===== src/rtl/cpu_pkg.sv =====
// rtl/cpu_pkg.sv - shared widths, constants and types for the fetch path
package cpu_pkg;
  localparam int INSTR_W = 32;
  localparam int ADDR_W  = 32;

  typedef logic [ADDR_W-1:0]  addr_t;
  typedef logic [INSTR_W-1:0] instr_t;

  localparam addr_t  PC_STEP          = 32'd4;
  localparam instr_t NOP_INSTR        = 32'h0000_0000;
  localparam addr_t  DEFAULT_RESET_PC = 32'h0000_0000;
endpackage


===== src/rtl/fetch_unit_if.sv =====
// rtl/fetch_unit_if.sv - fetch stage bus: imem port, branch resolution and IF/ID outputs
interface fetch_unit_if;
  import cpu_pkg::*;

  logic   stall;
  logic   resolve_valid;
  logic   branch;
  logic   uncond_branch;
  logic   zero;
  addr_t  branch_pc;
  addr_t  branch_offset;
  addr_t  imem_addr;
  instr_t imem_data;
  addr_t  if_pc;
  instr_t if_instruction;
  logic   if_valid;
  logic   redirect;

  modport master (
    input  stall, resolve_valid, branch, uncond_branch, zero,
    input  branch_pc, branch_offset, imem_data,
    output imem_addr, if_pc, if_instruction, if_valid, redirect
  );

  modport slave (
    output stall, resolve_valid, branch, uncond_branch, zero,
    output branch_pc, branch_offset, imem_data,
    input  imem_addr, if_pc, if_instruction, if_valid, redirect
  );
endinterface


===== src/rtl/branch_target.sv =====
// rtl/branch_target.sv - combinational taken decision and branch target address
module branch_target
  import cpu_pkg::*;
(
  input  logic  resolve_valid,
  input  logic  branch,
  input  logic  uncond_branch,
  input  logic  zero,
  input  addr_t branch_pc,
  input  addr_t branch_offset,
  output logic  taken,
  output addr_t target
);
  // Offset counts words; the add wraps modulo 2^32 so negative offsets just work.
  assign taken  = resolve_valid & (uncond_branch | (branch & zero));
  assign target = branch_pc + (branch_offset << 2);
endmodule


===== src/rtl/fetch_unit.sv =====
// rtl/fetch_unit.sv - PC register and IF/ID pipeline register with branch redirect/flush
module fetch_unit
  import cpu_pkg::*;
#(
  parameter addr_t RESET_PC = DEFAULT_RESET_PC
) (
  input  logic         clock,
  input  logic         reset_n,
  fetch_unit_if.master bus
);
  addr_t  pc;
  addr_t  target;
  logic   taken;
  addr_t  if_pc_q;
  instr_t if_instr_q;
  logic   if_valid_q;

  branch_target u_branch_target (
    .resolve_valid (bus.resolve_valid),
    .branch        (bus.branch),
    .uncond_branch (bus.uncond_branch),
    .zero          (bus.zero),
    .branch_pc     (bus.branch_pc),
    .branch_offset (bus.branch_offset),
    .taken         (taken),
    .target        (target)
  );

  assign bus.imem_addr      = pc;
  assign bus.redirect       = taken;
  assign bus.if_pc          = if_pc_q;
  assign bus.if_instruction = if_instr_q;
  assign bus.if_valid       = if_valid_q;

  // A taken branch outranks stall: the wrong-path instruction must never survive.
  always_ff @(posedge clock or negedge reset_n) begin
    if (!reset_n) begin
      pc         <= RESET_PC;
      if_pc_q    <= '0;
      if_instr_q <= NOP_INSTR;
      if_valid_q <= 1'b0;
    end else if (taken) begin
      pc         <= target;
      if_pc_q    <= '0;
      if_instr_q <= NOP_INSTR;
      if_valid_q <= 1'b0;
    end else if (!bus.stall) begin
      pc         <= pc + PC_STEP;
      if_pc_q    <= pc;
      if_instr_q <= bus.imem_data;
      if_valid_q <= 1'b1;
    end
  end
endmodule


===== src/flat_wrapper.sv =====
// flat-port wrapper written by rule: the top's interface ports become plain ports
module fetch_unit_flat import cpu_pkg::*;
#(
  parameter addr_t RESET_PC = DEFAULT_RESET_PC
)
  (clock, reset_n, bus_stall, bus_resolve_valid, bus_branch, bus_uncond_branch, bus_zero, bus_branch_pc, bus_branch_offset, bus_imem_data, bus_imem_addr, bus_if_pc, bus_if_instruction, bus_if_valid, bus_redirect);
  fetch_unit_if bus_i ();
  input  logic clock;
  input  logic reset_n;
  input wire logic [$bits(bus_i.stall)-1:0] bus_stall;
  input wire logic [$bits(bus_i.resolve_valid)-1:0] bus_resolve_valid;
  input wire logic [$bits(bus_i.branch)-1:0] bus_branch;
  input wire logic [$bits(bus_i.uncond_branch)-1:0] bus_uncond_branch;
  input wire logic [$bits(bus_i.zero)-1:0] bus_zero;
  input wire logic [$bits(bus_i.branch_pc)-1:0] bus_branch_pc;
  input wire logic [$bits(bus_i.branch_offset)-1:0] bus_branch_offset;
  input wire logic [$bits(bus_i.imem_data)-1:0] bus_imem_data;
  output wire logic [$bits(bus_i.imem_addr)-1:0] bus_imem_addr;
  output wire logic [$bits(bus_i.if_pc)-1:0] bus_if_pc;
  output wire logic [$bits(bus_i.if_instruction)-1:0] bus_if_instruction;
  output wire logic [$bits(bus_i.if_valid)-1:0] bus_if_valid;
  output wire logic [$bits(bus_i.redirect)-1:0] bus_redirect;
  assign bus_i.stall = bus_stall;
  assign bus_i.resolve_valid = bus_resolve_valid;
  assign bus_i.branch = bus_branch;
  assign bus_i.uncond_branch = bus_uncond_branch;
  assign bus_i.zero = bus_zero;
  assign bus_i.branch_pc = bus_branch_pc;
  assign bus_i.branch_offset = bus_branch_offset;
  assign bus_i.imem_data = bus_imem_data;
  assign bus_imem_addr = bus_i.imem_addr;
  assign bus_if_pc = bus_i.if_pc;
  assign bus_if_instruction = bus_i.if_instruction;
  assign bus_if_valid = bus_i.if_valid;
  assign bus_redirect = bus_i.redirect;
  fetch_unit #(.RESET_PC(RESET_PC)) u_core (.clock(clock), .reset_n(reset_n), .bus(bus_i));
endmodule

===== config.mk =====
export PLATFORM = sky130hd
export DESIGN_NAME = fetch_unit_flat
export DESIGN_NICKNAME = d
export VERILOG_FILES = /design/src/rtl/cpu_pkg.sv /design/src/rtl/fetch_unit_if.sv /design/src/rtl/branch_target.sv /design/src/rtl/fetch_unit.sv /design/src/flat_wrapper.sv
export SDC_FILE = /design/constraint.sdc
export NUM_CORES = 1
export LEC_CHECK = 0
export CAP_MARGIN = 20
export CORE_UTILIZATION = 51
export CTS_BUF_LIST = sky130_fd_sc_hd__clkbuf_4
export DETAILED_ROUTE_END_ITERATION = 6
export MAX_ROUTING_LAYER = met4
export PLACE_DENSITY = 0.95
export SLEW_MARGIN = 25
export SYNTH_ARGS = -nofsm -noshare
export SYNTH_HDL_FRONTEND = slang
export SYNTH_SLANG_ARGS = --single-unit

===== constraint.sdc =====
create_clock -name clock -period 4.25 [get_ports clock]
set_input_delay 0.6375 -clock clock [delete_from_list [all_inputs] [get_ports clock]]
set_output_delay 0.6375 -clock clock [all_outputs]
set_load 0.02 [all_outputs]

**Word level (Yosys, flattened, before mapping)**

Cells that the tools add are included.

- Register bits after elaboration: 97
- Latch bits: 0
- RAM bits: 0
- ROM bits: 0
- Bits of input ports: 103
- Output and inout bits: 98
- Logic and storage cells: 18
- Memories: 0

- Add/sub/neg operators: 2
- $mul: 0
- Divide/modulo/power cells: 0
- $lt $le $gt $ge: 0
- Equality and inequality tests: 1
- Shifts and indexed selects: 0
- Mux-type cells: 8
- Bitwise logic cells: 3
- Reductions and logical operators: 0

Operator list:

| operator | count |
|---|---|
| 2-to-1 mux 32 bit | 6 |
| adder 32 x 3 -> 32 bit, second input constant | 1 |
| adder 32 bit | 1 |
| bitwise AND 1 bit | 2 |
| 2-to-1 mux 1 bit | 2 |
| inequality test 2 x 1 -> 1 bit, second input constant | 1 |
| OR 1 bit | 1 |

**Longest topological paths before layout**

- Depth after elaboration: 4
- Gate-level depth with buffers: 9
- Depth with buffers taken out: 9

**Cells and area by module**

Synthesis repeated with hierarchy kept, for this count alone.

- Cell total of the unflattened synthesis: 644
- Area total of the unflattened synthesis: 6134.6 um^2

By module, submodules not included:

| module | times used | cells an instance | area each (um^2) | seq. area each (um^2) |
|---|---|---|---|---|
| fetch_unit | 1 | 416 | 4463.0 | 2427.3 |
| branch_target | 1 | 228 | 1671.6 | 0.0 |

**Worst setup path before layout**

OpenSTA, ideal clock, no wires.

- Kind: input to register
- Start point: input port bus_branch_offset[0]
- End point: register u_core.pc[28], in the netlist u_core.bus.imem_addr[28]
- Library setup time: 0.080 ns
- Arrival time: 2.491 ns
- Data required time: 4.170 ns
- Setup slack: 1.679 ns
- Cell stages on the path: 9
- Path buffers: 0
- Cell sequence: ha_1 > fa_1 > a21oi_1 > o2111ai_1 > nand4_1 > nand2_1 > a221o_1 > a32o_1 > nor3_2

- Word-level cells in the longest chain between the ends: 2

Ends and longest elaborated chain:

| item | line | source |
|---|---|---|
| from (decl) | flat_wrapper.sv:16 | `input wire logic [$bits(bus_i.branch_offset)-1:0] bus_branch_offset;` |
| adder 32 bit | branch_target.sv:16 | `assign target = branch_pc + (branch_offset << 2);` |
| 2-to-1 mux 32 bit | fetch_unit.sv:42 | `end else if (taken) begin` |
| to (signal assigned) | fetch_unit.sv:43 | `pc <= target;` |
| to (signal assigned) | fetch_unit.sv:48 | `pc <= pc + PC_STEP;` |
| to (decl) | fetch_unit.sv:11 | `addr_t pc;` |

Every way passes these cells.
A chain may end at the register's enable or synchronous reset.

**Worst setup path after layout**

- Start point: input port bus_zero
- End point: output port bus_redirect

- Word-level cells in the longest chain between the ends: 3

Ends and longest elaborated chain:

| item | line | source |
|---|---|---|
| from (decl) | flat_wrapper.sv:14 | `input wire logic [$bits(bus_i.zero)-1:0] bus_zero;` |
| bitwise AND 1 bit | branch_target.sv:15 | `assign taken = resolve_valid & (uncond_branch \| (branch & zero));` |
| OR 1 bit | branch_target.sv:15 |  |
| bitwise AND 1 bit | branch_target.sv:15 |  |
| to (decl) | flat_wrapper.sv:22 | `output wire logic [$bits(bus_i.redirect)-1:0] bus_redirect;` |

Every way passes these cells.

==> impl_results.md <==
* Status: finished, final reports clean
* Post-CTS sizing at 0
* Setup Skew at 0.008150 ns
* Clk slew on worst S/H paths at 0.14 ns
* Syn Std Cell Area at 0.005894 mm^2
* Antenna Nets Post-Route at 0
* Placement Cell Area at 0.007948 mm^2
* Largest net degree at the start of global routing at 72
* Routed length per placed instance at 16.73 um
* CTS tree: done
* Final hold vios at 0
* DIE HEIGHT at 109.5 um
* Global route overflow at 0
* Min-Delay Path Class: input port to asynchronous set/reset pin
* GPL Wtd Cong at 0.8736
* Die area at 0.01199 mm^2
* Combinational power share at 0.423
* Layout cell share with drive strength beyond 1 at 0.03813
* Initial drt markers at 438
* Clk Tree Root Cell: clkbuf_4
* Max clock buf depth at 2
* Fin crit period at 3.127 ns
* DRC errors left at 0
* Fmax at 319.8 MHz
* Post-CTS Setup Repair Bufs at 0
* Post-synthesis cell count at 624
* Final setup TNS at 0 ns
* Worst setup SP type: input port
* Most frequent cells in the layout: 196 x clkdlybuf4s50_1, 97 x dfrtp_1, 93 x nor2_1
* Clk_lat worst skew at 0.47 ns
* Design Area, Final at 0.008054 mm^2
* MaxCap Viol Count at 0
* 1st-pass router iterations at 5
* Initial antenna violation count at 1
* CP endpoint kind: primary output
* Final wirelength at 15.96 mm
* Power per cell area at 364.0 mW/mm^2
* CP required at 3.61 ns
* Layout area overhead at 36.64%
* Seq cells post-synth at 97
* Commonest non-fill, non-tap cell in the layout: clkdlybuf4s50_1
* Worst vdd ir at 0.2042 mV
* Post-synth EDFFs at 0
* H-tree depth at 3
* Top FF cell, synth: dfrtp_1
* Place WS at 0.9628 ns
* Dpl cells at 937
* Starting density of the core at 0.5344
* Unique masters post-synth at 62
* First-pass GRT wire length at 24.94 mm
* Fraction of registers with async set/reset at 1.000
* Vias at 5479
* Hold_ws at 0.2368 ns
* Synth Area per Inst at 9.446 um^2
* Sw Pwr at 1.136 mW
* Ys Warns at 0
* Finished Layout Cells at 954
* Final worst path period share at 0.7357
* GR Util All Layers at 0.2760
* RSZ-0062 raised after global routing: false
* Via density at 5.743
* Final net count at 942
* Post-layout util at 0.7302
* Ports at 201
* Setup-failing EPs final at 0
* Critical Path AT at 2.49 ns
* Core Area at 0.01103 mm^2
* IO buf count at 198
* Sw Share at 0.3876
* Clock Power Share at 0.145
* Worst setup path category: input port to primary output
* Post-synthesis sequential area ratio at 0.4118
* Slew Limit Headroom at 0.4463
* Std cell rows at 38
* Chip width at 109.5 um
* Post-Syn Nets at 758
* Power, Total at 2.931 mW
* HPWL Detailed at 12.27 mm
* PnR worst setup slack at 1.123 ns
* Slew Viols, Final at 0
* Cell Int Power at 1.795 mW
* Reg power frac at 0.431
* CTS buffer count at 9
* Critical path peak fanout at 35
* Sink Count at 97
* Pleak at 3.628 nW
* Slew @ Worst Pin at 0.8306 ns
* Number of global-route vias before repair at 5216
* CTS Hold Buffers Added at 0
layer usage:
layer	up-vias	track usage	wire length, um
li1	2572	-	-
met1	2631	0.3386	6644
met2	236	0.4681	7990
met3	40	0.02786	895
met4	0	0.1114	431
met5	-	-	0
critical path, stage by stage:
cell and delay (ns):
clkdlybuf4s50_1 0.46, a21o_1 0.11, nand2_1 0.10, inv_2 0.46, clkdlybuf4s50_1 0.72
kinds of logic (layout without fill, tap and decap cells):
family,after synthesis,count (layout),synth area share
multiplexers,69,69,0.1172
XOR/XNOR,52,52,0.07726
AO/OA/AOI/OAI,113,113,0.1231
other,0,1,0
AND/OR/NAND/NOR,224,224,0.1760
adder cells (fa/ha/maj),31,31,0.06708
buffers and inverters,38,227,0.02759
flip-flops,97,97,0.4118
synth_stat cells (all sizes together), types with 3 or more instances:
library cell	instances	area share
clkbuf	17	0.011
nand4	8	0.0085
nand3	16	0.014
nor4	5	0.0053
mux2i	69	0.12
nor3	8	0.0085
ha	30	0.064
buf	12	0.011
and3	7	0.0074
and4	5	0.0083
a21oi	34	0.030
inv	9	0.0057
dfrtp	97	0.41
a31oi	4	0.0042
xnor2	29	0.043
nand2	60	0.038
a211oi	5	0.0064
and2	6	0.0066
or3	4	0.0042
a21boi	3	0.0038
a21o	12	0.015
o21ai	32	0.027
nor2	93	0.059
nand2b	3	0.0032
xor2	23	0.034
flip-flops by register name, indices dropped and copies added (netlist names):
name                       count
u_core.bus.if_valid            1
u_core.bus.if_instruction     32
u_core.bus.imem_addr          32
u_core.bus.if_pc              32
final cells by class:
| type | count | area (um^2) |
|---|---|---|
| multi-input cells | 489 | 3304 |
| fillers | 807 | 2977 |
| flip-flops and latches | 97 | 2427 |
| repair buffers | 202 | 2007 |
| well taps | 140 | 175.2 |
| clock buffers | 9 | 67.56 |
| clock inverters | 7 | 36.28 |
| inverters | 9 | 33.78 |
| diodes | 1 | 2.502 |
power by group through the flow:
stage	Sequential (mW)	Combinational [mW]	Clock [mW]
2_1_floorplan	1.43	0.475	0
3_3_place_gp	1.26	1.20	0
3_5_place_dp	1.28	1.23	0
4_1_cts	1.26	1.24	0.431
5_1_grt	1.29	1.33	0.473
6_report	1.26	1.24	0.426
path summary, 6_finish.rpt:
kind                                                     start                                         to  slack (ns)  depth (start not counted)
hold reg to reg                u_core.bus.if_valid$_DFFE_PN0N_            u_core.bus.if_valid$_DFFE_PN0N_        0.53                          2
setup / recovery                                      bus_zero                               bus_redirect        1.12                          5
setup reg to reg           u_core.bus.imem_addr[7]$_DFFE_PN0N_       u_core.bus.imem_addr[26]$_DFFE_PN0N_        2.18                          7
min in group clock             u_core.bus.if_valid$_DFFE_PN0N_            u_core.bus.if_valid$_DFFE_PN0N_        0.53                          2
max in group asynchronous                              reset_n  u_core.bus.if_instruction[21]$_DFFE_PN0N_        3.08                          2
hold / removal                                         reset_n        u_core.bus.imem_addr[9]$_DFFE_PN0N_        0.24                          1
Note: power is estimated with default switching activity, not from simulation.
